===== src/rtl/wshb_arb_pkg.sv =====
// Shared types for the two-master Wishbone arbiter.
package wshb_arb_pkg;
  typedef enum logic [1:0] {
    GNT_IDLE = 2'b00,
    GNT_M0   = 2'b01,
    GNT_M1   = 2'b10
  } gnt_t;

  localparam int NB_MASTERS = 2;
endpackage


===== src/rtl/wshb_if.sv =====
// Classic Wishbone bus bundle; master drives the request, slave drives the response.
interface wshb_if #(
  parameter int DATA_BYTES = 4,
  parameter int ADR_W      = 32
);
  logic                      cyc;
  logic                      stb;
  logic                      we;
  logic [ADR_W-1:0]          adr;
  logic [DATA_BYTES-1:0]     sel;
  logic [8*DATA_BYTES-1:0]   dat_ms;
  logic [8*DATA_BYTES-1:0]   dat_sm;
  logic [2:0]                cti;
  logic [1:0]                bte;
  logic                      ack;
  logic                      err;
  logic                      rty;

  modport master (
    output cyc, stb, we, adr, sel, dat_ms, cti, bte,
    input  ack, err, rty, dat_sm
  );

  modport slave (
    input  cyc, stb, we, adr, sel, dat_ms, cti, bte,
    output ack, err, rty, dat_sm
  );
endinterface


===== src/rtl/wshb_arb_pick.sv =====
// Combinational grant decision: who gets the bus given the current requests.
module wshb_arb_pick
  import wshb_arb_pkg::*;
#(
  parameter bit FIXED_PRIO = 1'b0
) (
  input  logic [NB_MASTERS-1:0] i_req,
  input  logic                  i_last_served,
  output gnt_t                  o_gnt
);

  always_comb begin
    o_gnt = GNT_IDLE;
    case (i_req)
      2'b01:   o_gnt = GNT_M0;
      2'b10:   o_gnt = GNT_M1;
      // Contested: fixed priority favours master 0, otherwise alternate
      2'b11:   o_gnt = (FIXED_PRIO || i_last_served) ? GNT_M0 : GNT_M1;
      default: o_gnt = GNT_IDLE;
    endcase
  end

endmodule


===== src/rtl/wshb_arbiter.sv =====
// Two-master to one-slave Wishbone arbiter; grant is held for the owner's whole cycle.
module wshb_arbiter
  import wshb_arb_pkg::*;
#(
  parameter bit FIXED_PRIO = 1'b0,
  parameter int DATA_BYTES = 4
) (
  input  logic       clk,
  input  logic       rst,
  wshb_if.slave      wshb_ifs0,
  wshb_if.slave      wshb_ifs1,
  wshb_if.master     wshb_ifm,
  output logic [1:0] gnt
);

  gnt_t                     r_gnt;
  gnt_t                     w_pick;
  logic                     r_last;
  logic [NB_MASTERS-1:0]    w_req;
  logic                     w_g0;
  logic                     w_g1;
  logic                     w_owner_cyc;
  logic [DATA_BYTES-1:0]    w_sel;
  logic [8*DATA_BYTES-1:0]  w_dat;

  assign w_req       = {wshb_ifs1.cyc, wshb_ifs0.cyc};
  assign w_g0        = (r_gnt == GNT_M0);
  assign w_g1        = (r_gnt == GNT_M1);
  assign w_owner_cyc = (w_g0 & wshb_ifs0.cyc) | (w_g1 & wshb_ifs1.cyc);

  wshb_arb_pick #(
    .FIXED_PRIO(FIXED_PRIO)
  ) u_pick (
    .i_req        (w_req),
    .i_last_served(r_last),
    .o_gnt        (w_pick)
  );

  // Re-arbitrate only when nobody holds the bus (idle, or the owner dropped cyc)
  always_ff @(posedge clk or posedge rst) begin
    if (rst) begin
      r_gnt  <= GNT_IDLE;
      r_last <= 1'b1;
    end else if (!w_owner_cyc) begin
      r_gnt <= w_pick;
      if (w_pick != GNT_IDLE) r_last <= (w_pick == GNT_M1);
    end
  end

  assign gnt = r_gnt;

  assign wshb_ifm.cyc    = (w_g0 & wshb_ifs0.cyc) | (w_g1 & wshb_ifs1.cyc);
  assign wshb_ifm.stb    = (w_g0 & wshb_ifs0.stb) | (w_g1 & wshb_ifs1.stb);
  // Idle bus presents master 0 fields; harmless because cyc is low
  assign wshb_ifm.adr    = w_g1 ? wshb_ifs1.adr : wshb_ifs0.adr;
  assign wshb_ifm.we     = w_g1 ? wshb_ifs1.we  : wshb_ifs0.we;
  assign w_sel           = w_g1 ? wshb_ifs1.sel : wshb_ifs0.sel;
  assign wshb_ifm.sel    = w_sel;
  assign w_dat           = w_g1 ? wshb_ifs1.dat_ms : wshb_ifs0.dat_ms;
  assign wshb_ifm.dat_ms = w_dat;
  assign wshb_ifm.cti    = w_g1 ? wshb_ifs1.cti : wshb_ifs0.cti;
  assign wshb_ifm.bte    = w_g1 ? wshb_ifs1.bte : wshb_ifs0.bte;

  assign wshb_ifs0.ack    = wshb_ifm.ack & w_g0;
  assign wshb_ifs1.ack    = wshb_ifm.ack & w_g1;
  assign wshb_ifs0.err    = wshb_ifm.err & w_g0;
  assign wshb_ifs1.err    = wshb_ifm.err & w_g1;
  assign wshb_ifs0.rty    = wshb_ifm.rty & w_g0;
  assign wshb_ifs1.rty    = wshb_ifm.rty & w_g1;
  assign wshb_ifs0.dat_sm = wshb_ifm.dat_sm;
  assign wshb_ifs1.dat_sm = wshb_ifm.dat_sm;

endmodule


===== src/flat_wrapper.sv =====
// flat-port wrapper written by rule: the top's interface ports become plain ports
module wshb_arbiter_flat import wshb_arb_pkg::*;
#(
  parameter bit FIXED_PRIO = 1'b0,
  parameter int DATA_BYTES = 4
)
  (clk, rst, gnt, wshb_ifs0_cyc, wshb_ifs0_stb, wshb_ifs0_we, wshb_ifs0_adr, wshb_ifs0_sel, wshb_ifs0_dat_ms, wshb_ifs0_cti, wshb_ifs0_bte, wshb_ifs0_ack, wshb_ifs0_err, wshb_ifs0_rty, wshb_ifs0_dat_sm, wshb_ifs1_cyc, wshb_ifs1_stb, wshb_ifs1_we, wshb_ifs1_adr, wshb_ifs1_sel, wshb_ifs1_dat_ms, wshb_ifs1_cti, wshb_ifs1_bte, wshb_ifs1_ack, wshb_ifs1_err, wshb_ifs1_rty, wshb_ifs1_dat_sm, wshb_ifm_cyc, wshb_ifm_stb, wshb_ifm_we, wshb_ifm_adr, wshb_ifm_sel, wshb_ifm_dat_ms, wshb_ifm_cti, wshb_ifm_bte, wshb_ifm_ack, wshb_ifm_err, wshb_ifm_rty, wshb_ifm_dat_sm);
  wshb_if #(.DATA_BYTES(DATA_BYTES)) wshb_ifs0_i ();
  wshb_if #(.DATA_BYTES(DATA_BYTES)) wshb_ifs1_i ();
  wshb_if #(.DATA_BYTES(DATA_BYTES)) wshb_ifm_i ();
  input  logic clk;
  input  logic rst;
  output logic [1:0] gnt;
  input wire logic [$bits(wshb_ifs0_i.cyc)-1:0] wshb_ifs0_cyc;
  input wire logic [$bits(wshb_ifs0_i.stb)-1:0] wshb_ifs0_stb;
  input wire logic [$bits(wshb_ifs0_i.we)-1:0] wshb_ifs0_we;
  input wire logic [$bits(wshb_ifs0_i.adr)-1:0] wshb_ifs0_adr;
  input wire logic [$bits(wshb_ifs0_i.sel)-1:0] wshb_ifs0_sel;
  input wire logic [$bits(wshb_ifs0_i.dat_ms)-1:0] wshb_ifs0_dat_ms;
  input wire logic [$bits(wshb_ifs0_i.cti)-1:0] wshb_ifs0_cti;
  input wire logic [$bits(wshb_ifs0_i.bte)-1:0] wshb_ifs0_bte;
  output wire logic [$bits(wshb_ifs0_i.ack)-1:0] wshb_ifs0_ack;
  output wire logic [$bits(wshb_ifs0_i.err)-1:0] wshb_ifs0_err;
  output wire logic [$bits(wshb_ifs0_i.rty)-1:0] wshb_ifs0_rty;
  output wire logic [$bits(wshb_ifs0_i.dat_sm)-1:0] wshb_ifs0_dat_sm;
  input wire logic [$bits(wshb_ifs1_i.cyc)-1:0] wshb_ifs1_cyc;
  input wire logic [$bits(wshb_ifs1_i.stb)-1:0] wshb_ifs1_stb;
  input wire logic [$bits(wshb_ifs1_i.we)-1:0] wshb_ifs1_we;
  input wire logic [$bits(wshb_ifs1_i.adr)-1:0] wshb_ifs1_adr;
  input wire logic [$bits(wshb_ifs1_i.sel)-1:0] wshb_ifs1_sel;
  input wire logic [$bits(wshb_ifs1_i.dat_ms)-1:0] wshb_ifs1_dat_ms;
  input wire logic [$bits(wshb_ifs1_i.cti)-1:0] wshb_ifs1_cti;
  input wire logic [$bits(wshb_ifs1_i.bte)-1:0] wshb_ifs1_bte;
  output wire logic [$bits(wshb_ifs1_i.ack)-1:0] wshb_ifs1_ack;
  output wire logic [$bits(wshb_ifs1_i.err)-1:0] wshb_ifs1_err;
  output wire logic [$bits(wshb_ifs1_i.rty)-1:0] wshb_ifs1_rty;
  output wire logic [$bits(wshb_ifs1_i.dat_sm)-1:0] wshb_ifs1_dat_sm;
  output wire logic [$bits(wshb_ifm_i.cyc)-1:0] wshb_ifm_cyc;
  output wire logic [$bits(wshb_ifm_i.stb)-1:0] wshb_ifm_stb;
  output wire logic [$bits(wshb_ifm_i.we)-1:0] wshb_ifm_we;
  output wire logic [$bits(wshb_ifm_i.adr)-1:0] wshb_ifm_adr;
  output wire logic [$bits(wshb_ifm_i.sel)-1:0] wshb_ifm_sel;
  output wire logic [$bits(wshb_ifm_i.dat_ms)-1:0] wshb_ifm_dat_ms;
  output wire logic [$bits(wshb_ifm_i.cti)-1:0] wshb_ifm_cti;
  output wire logic [$bits(wshb_ifm_i.bte)-1:0] wshb_ifm_bte;
  input wire logic [$bits(wshb_ifm_i.ack)-1:0] wshb_ifm_ack;
  input wire logic [$bits(wshb_ifm_i.err)-1:0] wshb_ifm_err;
  input wire logic [$bits(wshb_ifm_i.rty)-1:0] wshb_ifm_rty;
  input wire logic [$bits(wshb_ifm_i.dat_sm)-1:0] wshb_ifm_dat_sm;
  assign wshb_ifs0_i.cyc = wshb_ifs0_cyc;
  assign wshb_ifs0_i.stb = wshb_ifs0_stb;
  assign wshb_ifs0_i.we = wshb_ifs0_we;
  assign wshb_ifs0_i.adr = wshb_ifs0_adr;
  assign wshb_ifs0_i.sel = wshb_ifs0_sel;
  assign wshb_ifs0_i.dat_ms = wshb_ifs0_dat_ms;
  assign wshb_ifs0_i.cti = wshb_ifs0_cti;
  assign wshb_ifs0_i.bte = wshb_ifs0_bte;
  assign wshb_ifs0_ack = wshb_ifs0_i.ack;
  assign wshb_ifs0_err = wshb_ifs0_i.err;
  assign wshb_ifs0_rty = wshb_ifs0_i.rty;
  assign wshb_ifs0_dat_sm = wshb_ifs0_i.dat_sm;
  assign wshb_ifs1_i.cyc = wshb_ifs1_cyc;
  assign wshb_ifs1_i.stb = wshb_ifs1_stb;
  assign wshb_ifs1_i.we = wshb_ifs1_we;
  assign wshb_ifs1_i.adr = wshb_ifs1_adr;
  assign wshb_ifs1_i.sel = wshb_ifs1_sel;
  assign wshb_ifs1_i.dat_ms = wshb_ifs1_dat_ms;
  assign wshb_ifs1_i.cti = wshb_ifs1_cti;
  assign wshb_ifs1_i.bte = wshb_ifs1_bte;
  assign wshb_ifs1_ack = wshb_ifs1_i.ack;
  assign wshb_ifs1_err = wshb_ifs1_i.err;
  assign wshb_ifs1_rty = wshb_ifs1_i.rty;
  assign wshb_ifs1_dat_sm = wshb_ifs1_i.dat_sm;
  assign wshb_ifm_cyc = wshb_ifm_i.cyc;
  assign wshb_ifm_stb = wshb_ifm_i.stb;
  assign wshb_ifm_we = wshb_ifm_i.we;
  assign wshb_ifm_adr = wshb_ifm_i.adr;
  assign wshb_ifm_sel = wshb_ifm_i.sel;
  assign wshb_ifm_dat_ms = wshb_ifm_i.dat_ms;
  assign wshb_ifm_cti = wshb_ifm_i.cti;
  assign wshb_ifm_bte = wshb_ifm_i.bte;
  assign wshb_ifm_i.ack = wshb_ifm_ack;
  assign wshb_ifm_i.err = wshb_ifm_err;
  assign wshb_ifm_i.rty = wshb_ifm_rty;
  assign wshb_ifm_i.dat_sm = wshb_ifm_dat_sm;
  wshb_arbiter #(.FIXED_PRIO(FIXED_PRIO), .DATA_BYTES(DATA_BYTES)) u_core (.clk(clk), .rst(rst), .wshb_ifs0(wshb_ifs0_i), .wshb_ifs1(wshb_ifs1_i), .wshb_ifm(wshb_ifm_i), .gnt(gnt));
endmodule

===== config.mk =====
export PLATFORM = sky130hd
export DESIGN_NAME = wshb_arbiter_flat
export DESIGN_NICKNAME = d
export VERILOG_FILES = /design/src/rtl/wshb_arb_pkg.sv /design/src/rtl/wshb_if.sv /design/src/rtl/wshb_arb_pick.sv /design/src/rtl/wshb_arbiter.sv /design/src/flat_wrapper.sv
export SDC_FILE = /design/constraint.sdc
export NUM_CORES = 1
export LEC_CHECK = 0
export BUFFER_PORTS_ARGS = -buffer_cell sky130_fd_sc_hd__buf_2
export CELL_PAD_IN_SITES_DETAIL_PLACEMENT = 0
export CELL_PAD_IN_SITES_GLOBAL_PLACEMENT = 1
export CORE_AREA = 2 2 131 133
export CTS_BUF_LIST = sky130_fd_sc_hd__clkbuf_4 sky130_fd_sc_hd__clkbuf_8 sky130_fd_sc_hd__clkbuf_16
export CTS_CLUSTER_DIAMETER = 80
export DETAILED_ROUTE_END_ITERATION = 10
export DIE_AREA = 0 0 133 135
export PLACE_DENSITY = 0.65
export SLEW_MARGIN = 20
export SYNTH_ARGS = -nofsm -noshare
export SYNTH_HDL_FRONTEND = slang
export SYNTH_SLANG_ARGS = --single-unit

===== constraint.sdc =====
create_clock -name clk -period 1.3 [get_ports clk]
set_input_delay 0.065 -clock clk [delete_from_list [all_inputs] [get_ports clk]]
set_output_delay 0.065 -clock clk [all_outputs]
set_load 0.05 [all_outputs]

# == Word level (Yosys, flattened, before mapping) ==
# Index checks and enable logic that the tools add are counted.
# W data, S select, Z words.
# word_totals
regBits,3
inputBits,189
out_inout_bits,148
word_cells,31
# op_classes
n_eq_ne,6
n_mux,8
bitwise,13
n_reduce_logical,2
# op_table
op,count
$mux W32,2
$and A1 B1 Y1,10
$eq A2 B2 Y1 const B,4
$pmux W2 S3,1
$eq A2 B1 Y1 const B,2
$mux W2,2
$mux W4,1
$mux W3,1
$or A1 B1 Y1,2
$reduce_and A2 Y1,1
$reduce_bool A2 Y1,1
$mux W1,1
$not A1 Y1,1

# == Logic depth before layout (Yosys ltp) ==
# Gate-level depths: netlist of run 1.
# logic_depth
ltp_word,5
mapped_depth,6

# == By module ==
# Synthesis of run 1 repeated with hierarchy kept, for this count alone.
# unflattened
cells_unflattened,177
hier_area_um2,1855.5
# by_module_without_submodules
mod,n_inst,cells_per_inst,area_each_um2,seq_area_each_um2
wshb_arbiter,1,174,1836.8,76.3
wshb_arb_pick,1,3,18.8,0.0

# == Worst setup path before layout of run 1 ==
# Ideal clock, no wire load.
# synth_timing
path_kind,register to output
start,"reg u_core.r_gnt[1], in the netlist u_core.gnt[1]"
end,out wshb_ifm_adr[21]
arrival_time_ns,1.653
t_required_ns,1.235
slack_ns,-0.418
stages_incl_launch_ff,7
n_path_buf,3
path_cell_list,dfrtp_1 -> nor2b_1 -> buf_2 -> buf_4 -> buf_6 -> nand2_1 -> nand2_1
# synth_between
elab_chain_len,2
# synth_rtl
item,line_no,source
"start, declared",wshb_arbiter.sv:16,gnt_t r_gnt;
"start signal, assigned",wshb_arbiter.sv:45,r_gnt <= w_pick;
$eq A2 B2 Y1,wshb_arbiter.sv:28,assign w_g1 = (r_gnt == GNT_M1);
$mux W32,wshb_arbiter.sv:55,assign wshb_ifm.adr = w_g1 ? wshb_ifs1.adr : wshb_ifs0.adr;
"end, declared",flat_wrapper.sv:41,output wire logic [$bits(wshb_ifm_i.adr)-1:0] wshb_ifm_adr;
# No other way between the ends.

# == Final worst setup path of run 1 ==
# layout_timing
start,"reg u_core.r_gnt[0], in the netlist u_core.gnt[0]"
end,out wshb_ifm_dat_ms[27]
# layout_between
elab_chain_len,2
# layout_rtl
item,line_no,source
$eq A2 B2 Y1,wshb_arbiter.sv:28,
$mux W32,wshb_arbiter.sv:59,assign w_dat = w_g1 ? wshb_ifs1.dat_ms : wshb_ifs0.dat_ms;
"end, declared",flat_wrapper.sv:43,output wire logic [$bits(wshb_ifm_i.dat_ms)-1:0] wshb_ifm_dat_ms;
# No other way between the ends.

==> run summary, run 1 <==
- 11.7 um — average routed wire per standard cell
- 133 um — horizontal die dimension
- 1440 ps — CP arrival
- 3 — synthesized flop and latch total
- 47 — standard-cell rows
- 40 — pin count of the biggest net entering global routing
- 695 — nets@finish
- 220 ps — Worst-Skew Late Latency
- 0 — Hold Fails Final Rpt
- 0 — warning count from the yosys run
- 1510 ps — shortest period the worst path allows
- 3.53 — vias per inst
- sky130_fd_sc_hd__clkbuf_16 — clock root buffer
- 39 — largest fanout on the critical path
- -207 ps — worst setup margin
- 2560 — total vias in the final route
- finished with violations — status
- 3 — clock tree sinks
- 240 — port bufs
- register to primary output — type of the worst setup path
- 4.94 um2 — Post-Syn Area per Cell
- 110 ps — reg-to-reg setup timing slack
- register — Setup crit start kind
- 1620 um2 — netlist area before placement
- 0 — MaxCap Viol Count
- 1240 ps — data required time of the critical path
- 82 — final setup violating endpoints
- negative setup slack — violations in the final reports
- 30 ps — Clk pin slew, worst setup/hold paths
- yes — unrepaired setup endpoints after global routing
- 0 — grt total ovfl
- 0 — ANT nets after route
- 518 — Syn Nets
- 8.55% — overall global routing resource usage
- -92.2 ps — post-placement worst setup slack
- 0.000485 V — Max rail drop VDD
- 18000 um2 — total die area
- 933 nW/um2 — Power per Cell Area
- 3 — First-pass DRT Iterations
- 0.664 GHz — highest achievable clock rate
- 2 — Clock Path Buffers
- 1764 — filler cell count in the final layout
- 2546 — vias in the first global route
- 4320 um2 — Non-Filler Cell Area, Final
- 12.5 mm — first-pass GRT wire length
- 337 — IO Pins
- 3 — TritonCTS Buffers
- 135 um — height of the die
- 0.712 — gp weighted congestion
- 158 x sky130_fd_sc_hd__buf_2, 97 x sky130_fd_sc_hd__nand2_1, 75 x sky130_fd_sc_hd__nand2_4 — most used cells in the layout excluding fill and tap cells
- 116% — share of the clock period used by the worst path
- 6.59 mm — Post-DP HPWL
- 329 — synthesized netlist cell count
- 1 — deepest level of the CTS H-tree
- input port to register — Worst Hold Class
- 4.70% — sequential cell area fraction in the yosys report
- 0 — initial antenna violation count
- 16400 um2 — core footprint
- primary output — crit end category
- 17 — synth unique cells
- 8.45 mm — final routed wirelength across all metal layers
- 3280 um2 — post-detailed-placement cell area
- 28 — DR iter-0 viols
- 0.00225 uW — Static Leakage
- done — clock tree from TritonCTS
- 166% — Area Overhead vs Synth
- 0 — antenna fix cells
- 0 — DRC violations left
- 83.0% — Relative slew margins
- 9.90% — starting density of the core
- 78.2% — share of cells above drive strength 1
- 0 — number of pins with negative max-slew slack in the final report
- 0.802 ps — worst clock skew on the final layout
- sky130_fd_sc_hd__buf_2 — most common cell after layout, fill and taps aside
- 257 ps — Worst-Margin Slew
## synthesized netlist by cell type, drive strengths merged
| master | number | share of area [%] |
|---|---|---|
| nand2 | 222 | 51 |
| buf | 79 | 35 |
| and2 | 6 | 2.3 |
| nor2b | 4 | 1.5 |
| a21oi | 3 | 0.92 |
| a22o | 2 | 1.1 |
| clkbuf | 2 | 0.46 |
| dfrtp | 2 | 3.1 |
| inv | 2 | 0.46 |
| nand2b | 2 | 0.77 |
| a31oi | 1 | 0.39 |
| dfstp | 1 | 1.6 |
| o21a | 1 | 0.46 |
| o21ai | 1 | 0.31 |
| or3b | 1 | 0.54 |
## state kept, by name, summed over array words and instances (netlist names)
signal         flops
u_core.r_last      1
u_core.gnt         2
## critical path: stages, from the launching register on
cell and delay (ps):
sky130_fd_sc_hd__dfrtp_2 410, sky130_fd_sc_hd__nand2b_2 230, sky130_fd_sc_hd__buf_12 190, sky130_fd_sc_hd__nand2_1 140
sky130_fd_sc_hd__nand2_4 60, sky130_fd_sc_hd__buf_8 140
## metal layers
layer | global-route usage (%) | routed length [um] | up-vias
li1 | - | - | 1272
met1 | 8.87 | 2900 | 1085
met2 | 15.7 | 4210 | 185
met3 | 3.49 | 1110 | 18
met4 | 2.69 | 224 | 0
met5 | 0 | 0 | -
## logic make-up after synthesis
group | after synthesis | share of synthesized area, %
DFF | 3 | 4.70
AOI/OAI and AO/OA | 8 | 3.16
and+or+nand+nor | 235 | 56.5
buffers and inverters | 83 | 35.7
## layout make-up
type / instances / area [um2] / area share (%)
sequential: 3 / 78.8 / 1.82
tap: 220 / 275 / 6.37
multi-input combinational: 243 / 1710 / 39.5
inverter: 2 / 7.51 / 0.174
clock buffer: 4 / 82.6 / 1.91
timing repair buffer: 253 / 2170 / 50.2
## report_power, final
| group | internal (uW) | switching, uW |
|---|---|---|
| clock | 425 | 76.2 |
| sequential | 113 | 12.3 |
| combinational | 1390 | 2020 |
## through the flow
stage | util, % | TNS [ps] | hold WS [ps] | std cells | power (uW)
after floorplan | - | -4750 | -182 | 329 | 2590
after global placement | 20.0 | -2240 | -59.2 | 716 | 2760
after detailed placement | 20.0 | -2940 | -64.3 | 716 | 2750
after CTS | 24.7 | -14580 | 58.4 | 725 | 3870
after global routing | 26.3 | -17730 | 81.0 | 725 | 4220
final | 26.3 | -13530 | 59.6 | 725 | 4030
## what timing repair did
item | 4_1_cts | 5_1_grt
hold buffers | 1 | 0
setup endpoints to repair | 82 | 82
hold endpoints to repair | 3 | 0
setup buffers | 2 | 0
resized for setup | 195 | 81
cloned | 2 | 1
pin swaps | 1 | 4
## worst paths after layout
kind                               startpoint                   to  depth (start not counted)
worst min-delay path            wshb_ifs0_cyc        u_core.r_last                          2
worst min register to register  u_core.r_last        u_core.r_last                          2
worst max-delay path            u_core.gnt[0]  wshb_ifm_dat_ms[27]                          5
max in group asynchronous                 rst        u_core.r_last                          3
min in group asynchronous                 rst        u_core.gnt[0]                          3
worst max register to register  u_core.gnt[0]        u_core.r_last                          3
Power figures use the tool's default switching activity.
==> inputs of run 2 (changes only) <==
- SKIP_CTS_REPAIR_TIMING: unset -> 1
==> run 2 against run 1 <==
Highest routed layer unchanged. Via count down 2.7%. Sequential power is essentially flat. Clock power about the same. The run still ends with negative setup slack left.
==> run summary, run 2 (same netlist as run 1, synthesis figures left out) <==
- finished with violations — status
- negative setup slack — violations in the final reports
- 2227 — vias in the first global route, -13%
- 0.712 — gp weighted congestion, unchanged
- 16400 um2 — core footprint, unchanged
- 220 ps — Worst-Skew Late Latency, about the same
- 43 — DR iter-0 viols, +54%
- 72.0% — share of cells above drive strength 1, -6.2 points
- primary output — crit end category
- 3 — cell depth of the worst flop-to-flop path, unchanged
- 0.650 GHz — highest achievable clock rate, -2.0%
- 2 — Clock Path Buffers, unchanged
- sky130_fd_sc_hd__buf_12 — most common cell type on the critical path
- 8.23 mm — final routed wirelength across all metal layers, -2.6%
- 4 — First-pass DRT Iterations, +1
- 337 — IO Pins, unchanged
- 140% — Area Overhead vs Synth
- 1540 ps — shortest period the worst path allows, +30.5 ps
- 7.55% — overall global routing resource usage, -0.99 points
- sky130_fd_sc_hd__dfrtp_2 — Critical Path Slowest Stage Cell
- 110 ps — reg-to-reg setup timing slack, about the same
- nor2b_4 > buf_12 > clkbuf_16 > a22o_4 > buf_12 — list of cells traversed by the critical path
- 240 — port bufs, unchanged
- 3670 uW — overall power, -9.0%
- 694 — nets@finish, -0.14%
- 118% — share of the clock period used by the worst path, +2.3 points
- register to primary output — type of the worst setup path
- 941 nW/um2 — Power per Cell Area, +0.91%
- 1470 ps — CP arrival, +30 ps
- 11.1 mm — first-pass GRT wire length, -12%
- 3280 um2 — post-detailed-placement cell area, unchanged
- 0.00211 uW — Static Leakage, -6.3%
- 9.90% — starting density of the core, unchanged
- done — clock tree from TritonCTS
- 9 — largest fanout on the critical path, -77%
- 0 — antenna fix cells, unchanged
- 0 — MaxCap Viol Count, unchanged
- 0 — number of pins with negative max-slew slack in the final report, unchanged
- yes — unrepaired setup endpoints after global routing
- 40 — pin count of the biggest net entering global routing, unchanged
- 3 — clock tree sinks, unchanged
- 0 — ANT nets after route, unchanged
- 3.44 — vias per inst, -2.5%
- 258 ps — Worst-Margin Slew, +1.06 ps
- 0 — Hold Fails Final Rpt, unchanged
- 47 — standard-cell rows, unchanged
- 3900 um2 — Non-Filler Cell Area, Final, -9.8%
- 2 — flip-flop count of the largest register after layout, unchanged
- 1 — deepest level of the CTS H-tree, unchanged
- 158 x sky130_fd_sc_hd__buf_2, 128 x sky130_fd_sc_hd__nand2_1, 74 x sky130_fd_sc_hd__nand2_4 — most used cells in the layout excluding fill and tap cells
- 82.9% — Relative slew margins, about the same
- 11.4 um — average routed wire per standard cell, -2.4%
- sky130_fd_sc_hd__clkbuf_16 — clock root buffer
- -238 ps — worst setup margin, -30.5 ps
- 0.000459 V — Max rail drop VDD, -5.2%
- 30 ps — Clk pin slew, worst setup/hold paths, about the same
- 0 — grt total ovfl, unchanged
- 2492 — total vias in the final route, -2.7%
- register — Setup crit start kind
- 0 — initial antenna violation count, unchanged
- 400 ps — delay of the slowest cell on the worst path, about the same
- 133 um — horizontal die dimension, unchanged
- -15020 ps — final setup TNS, -1490 ps
- 3 — TritonCTS Buffers, unchanged
- 6.59 mm — Post-DP HPWL, unchanged
- sky130_fd_sc_hd__buf_2 — most common cell after layout, fill and taps aside
- 82 — final setup violating endpoints, unchanged
- input port to register — Worst Hold Class
- 2 — Hold Crit Depth, unchanged
- 0 — DRC violations left, unchanged
- 1240 ps — data required time of the critical path, about the same
- 1.40 ps — worst clock skew on the final layout, +0.602 ps
- 18000 um2 — total die area, unchanged
- 135 um — height of the die, unchanged
-- run 2: cell count changes in the layout (fill, tap and decap cells not counted) --
cell and delta:
sky130_fd_sc_hd__buf_8 -39, sky130_fd_sc_hd__nand2_1 +31, sky130_fd_sc_hd__nand2_2 -30, sky130_fd_sc_hd__clkbuf_4 +24, sky130_fd_sc_hd__buf_4 +16, sky130_fd_sc_hd__and2_2 +2, sky130_fd_sc_hd__and2_4 -2, sky130_fd_sc_hd__buf_16 -2
sky130_fd_sc_hd__nand2_4 -1
-- run 2: area by class of cell --
class / count / area [um2]
Timing Repair Buffer: 252 / 1830
Sequential cell: 3 / 78.8
Fill cell: 1805 / 12500
Clock buffer: 4 / 82.6
Multi-Input combinational cell: 243 / 1620
Inverter: 2 / 7.51
Tap cell: 220 / 275
-- run 2: final timing paths --
path                                    start       endpoint
worst max-delay path            u_core.gnt[1]   wshb_ifm_stb
worst min-delay path            wshb_ifs0_cyc  u_core.r_last
worst max register to register  u_core.gnt[0]  u_core.r_last
worst min register to register  u_core.r_last  u_core.r_last
max in group asynchronous                 rst  u_core.r_last
min in group asynchronous                 rst  u_core.gnt[0]
-- run 2: power breakdown --
group	switching [uW]	internal [uW]
Clock	77.7	425
Combinational	1920	1120
Sequential	12.1	113
-- run 2: stage by stage --
step / cells / util, % / hold WS [ps] / setup WS (ps)
floorplan: 329 / - / -182 / -86.0
global placement: 716 / 20.0 / -59.2 / -72.5
detailed placement: 716 / 20.0 / -64.3 / -92.2
CTS: 720 / 20.5 / -295 / -326
global route: 724 / 23.7 / 81.0 / -296
finish: 724 / 23.7 / 57.8 / -238
-- run 2: worst max-delay path: cells and delay by family (launching register included) --
| kind | cells | cell delay [ps] |
|---|---|---|
| and+or+nand+nor | 1 | 140 |
| AOI/OAI and AO/OA | 1 | 260 |
| buffers and inverters | 3 | 440 |
| DFF | 1 | 400 |
-- run 2: routing by layer --
layer,GRT usage [%],routed length (um),vias up
li1,-,-,1266
met1,7.76,2870,1030
met2,13.9,4110,182
met3,3.53,1100,14
met4,1.91,141,0
met5,0,0,-
==> inputs of run 3 (changes only) <==
- CORE_AREA: 2 2 131 133 -> 2 2 129 131
- DIE_AREA: 0 0 133 135 -> 0 0 131 133
- PLACE_DENSITY: 0.65 -> 0.67
- clock period: 1.3 -> 2 ns (I/O delays scaled with it)
==> run 3 against run 2 <==
The run now ends clean. Setup slack improved by 460 ps. Via count fell by 3.1%. Clock skew barely moved. Clock-buffer cell count did not move. Register-to-register slack improved by 620 ps. Non-clock buffer count fell by 8.
==> run summary, run 3 (same netlist as run 1, synthesis figures left out) <==
- 1780 ps — shortest period the worst path allows
- input port to register — Worst Hold Class
- 3 — TritonCTS Buffers, unchanged
- 2590 um2 — post-detailed-placement cell area, -21%
- 0 — DRC violations left, unchanged
- 337 — IO Pins, unchanged
- nor2b_4 > buf_12 > a22o_1 > buf_2 — list of cells traversed by the critical path
- 2 — flip-flop count of the largest register after layout, unchanged
- 0 — ANT nets after route, unchanged
- 0.00178 uW — Static Leakage, -16%
- 0 — initial antenna violation count, unchanged
- 0 — final setup violating endpoints, -100%
- 716 — number of cells in the finished layout apart from fillers, -1.1%
- 711 — cell count after placement, -0.70%
- 0 — Hold Fails Final Rpt, unchanged
- 18.1% — part of the total power dissipated in the clock network, +4.4 points
- 77.3% — Comb pwr share, -5.6 points
- 220 ps — Worst-Skew Late Latency, about the same
- 0 — MaxCap Viol Count, unchanged
- 7.16 mm — final routed wirelength across all metal layers, -13%
- 2144 — vias in the first global route, -3.7%
- 16200 um2 — core footprint, -1.4%
- 89.0% — share of the clock period used by the worst path
- buffers and inverters — crit-path leading delay family
- 131 um — horizontal die dimension, -1.5%
- 47 — standard-cell rows, unchanged
- 64.9% — Area Overhead vs Synth
- 4.6% — sequential power share, +1.2 points
- 730 ps — reg-to-reg setup timing slack, +620 ps
- 2414 — total vias in the final route, -3.1%
- 80 — pin count of the biggest net entering global routing, +100%
- 716 uW — design internal power, -57%
- 79 — largest fanout on the critical path, +70
- sky130_fd_sc_hd__clkbuf_16 — clock root buffer
- 0.686 — gp weighted congestion, -3.7%
- 220 ps — worst setup margin, +457 ps
- 240 x sky130_fd_sc_hd__buf_2, 222 x sky130_fd_sc_hd__nand2_1, 6 x sky130_fd_sc_hd__and2_1 — most used cells in the layout excluding fill and tap cells
- 7.14% — overall global routing resource usage, -0.41 points
- 0.562 GHz — highest achievable clock rate
- 686 — nets@finish, -1.2%
- register to primary output — type of the worst setup path
- primary output — crit end category
- 5.78 mm — Post-DP HPWL, -12%
- 2 — count of buffering cells on the critical path with inverters included, -1
- 348 ps — Worst-Margin Slew, +89.8 ps
- 2680 um2 — Non-Filler Cell Area, Final, -31%
- 1.04 ps — worst clock skew on the final layout, -0.365 ps
- register — Setup crit start kind
- 10.0% — starting density of the core, +0.14 points
- sky130_fd_sc_hd__dfrtp_1 — Critical Path Slowest Stage Cell
- 10.0 um — average routed wire per standard cell, -12%
- 133 um — height of the die, -1.5%
- 1110 uW — reported net switching power, -45%
- 1900 ps — data required time of the critical path, +660 ps
- 240 — port bufs, unchanged
- 3 — clock tree sinks, unchanged
- complete, no violations — status
- 1 — deepest level of the CTS H-tree, unchanged
- 2 — Clock Path Buffers, unchanged
- 60.9% — switch share, +6.1 points
- 4 — First-pass DRT Iterations, unchanged
- 9.92 mm — first-pass GRT wire length, -10%
- 89.4 ps — final-layout worst hold slack, +31.7 ps
- 684 nW/um2 — Power per Cell Area, -27%
- 50.4% — share of cells above drive strength 1, -22 points
- 30 ps — Clk pin slew, worst setup/hold paths, about the same
- 3.37 — vias per inst, -2.0%
- done — clock tree from TritonCTS
- 55 — DR iter-0 viols, +28%
- 1680 ps — CP arrival, +210 ps
- 0.000520 V — Max rail drop VDD, +13%
- 0 — grt total ovfl, unchanged
- 447 ps — post-placement worst setup slack, +540 ps
- 0 — antenna fix cells, unchanged
- 450 ps — delay of the slowest cell on the worst path, +50 ps
- no — unrepaired setup endpoints after global routing
- 0 — number of pins with negative max-slew slack in the final report, unchanged
- sky130_fd_sc_hd__buf_2 — most common cell after layout, fill and taps aside
- 76.8% — Relative slew margins, -6.1 points
- 17400 um2 — total die area, -3.0%
- 0 ps — final setup TNS, +15020 ps
==> run 3: changes by cell type in the layout (fill, tap and decap cells not counted), sizes merged <==
| cell | before | now |
|---|---|---|
| buf | 226 | 243 |
| clkbuf | 29 | 4 |
==> run 3: metrics by stage <==
stage | power [uW] | utilization, %
2_1_floorplan | 1450 | -
3_3_place_gp | 1520 | 16.0
3_5_place_dp | 1520 | 16.0
4_1_cts | 1860 | 16.5
5_1_grt | 1950 | 16.6
6_report | 1830 | 16.6
==> run 3: power groups by stage <==
stage | registers (uW) | clock network [uW] | logic, uW
2_1_floorplan | 96.1 | 0 | 1350
3_3_place_gp | 84.0 | 0 | 1430
3_5_place_dp | 85.2 | 0 | 1430
4_1_cts | 84.8 | 339 | 1430
5_1_grt | 87.4 | 345 | 1520
6_report | 84.6 | 331 | 1420
==> run 3: area by class of cell <==
| type | instances | area (um2) |
|---|---|---|
| Clock buffer | 4 | 82.6 |
| Fill cell | 1891 | 13500 |
| Inverter | 2 | 7.51 |
| Multi-Input combinational cell | 243 | 978 |
| Sequential cell | 3 | 76.3 |
| Tap cell | 220 | 275 |
| Timing Repair Buffer | 244 | 1260 |
==> run 3: routing by layer <==
metal	GRT usage (%)	part of all wire, %
met1	6.79	35
met2	14.2	51
met3	1.66	11
met4	3.01	2.7
met5	0	0
==> run 3: final timing paths <==
path                                    start       endpoint  cells past startpoint
worst max-delay path            u_core.gnt[1]   wshb_ifm_stb                      4
worst min-delay path            wshb_ifs0_cyc  u_core.r_last                      2
worst max register to register  u_core.gnt[0]  u_core.r_last                      4
worst min register to register  u_core.r_last  u_core.r_last                      2
max in group asynchronous                 rst  u_core.r_last                      3
min in group asynchronous                 rst  u_core.gnt[1]                      3
==> run 3: worst reg2reg max path: cells and delay by family (launching register included) <==
kind | cells | cell delay, ps
AND/OR/NAND/NOR | 1 | 180
flip-flops | 1 | 450
buffers and inverters | 1 | 280
AO/OA/AOI/OAI | 2 | 280
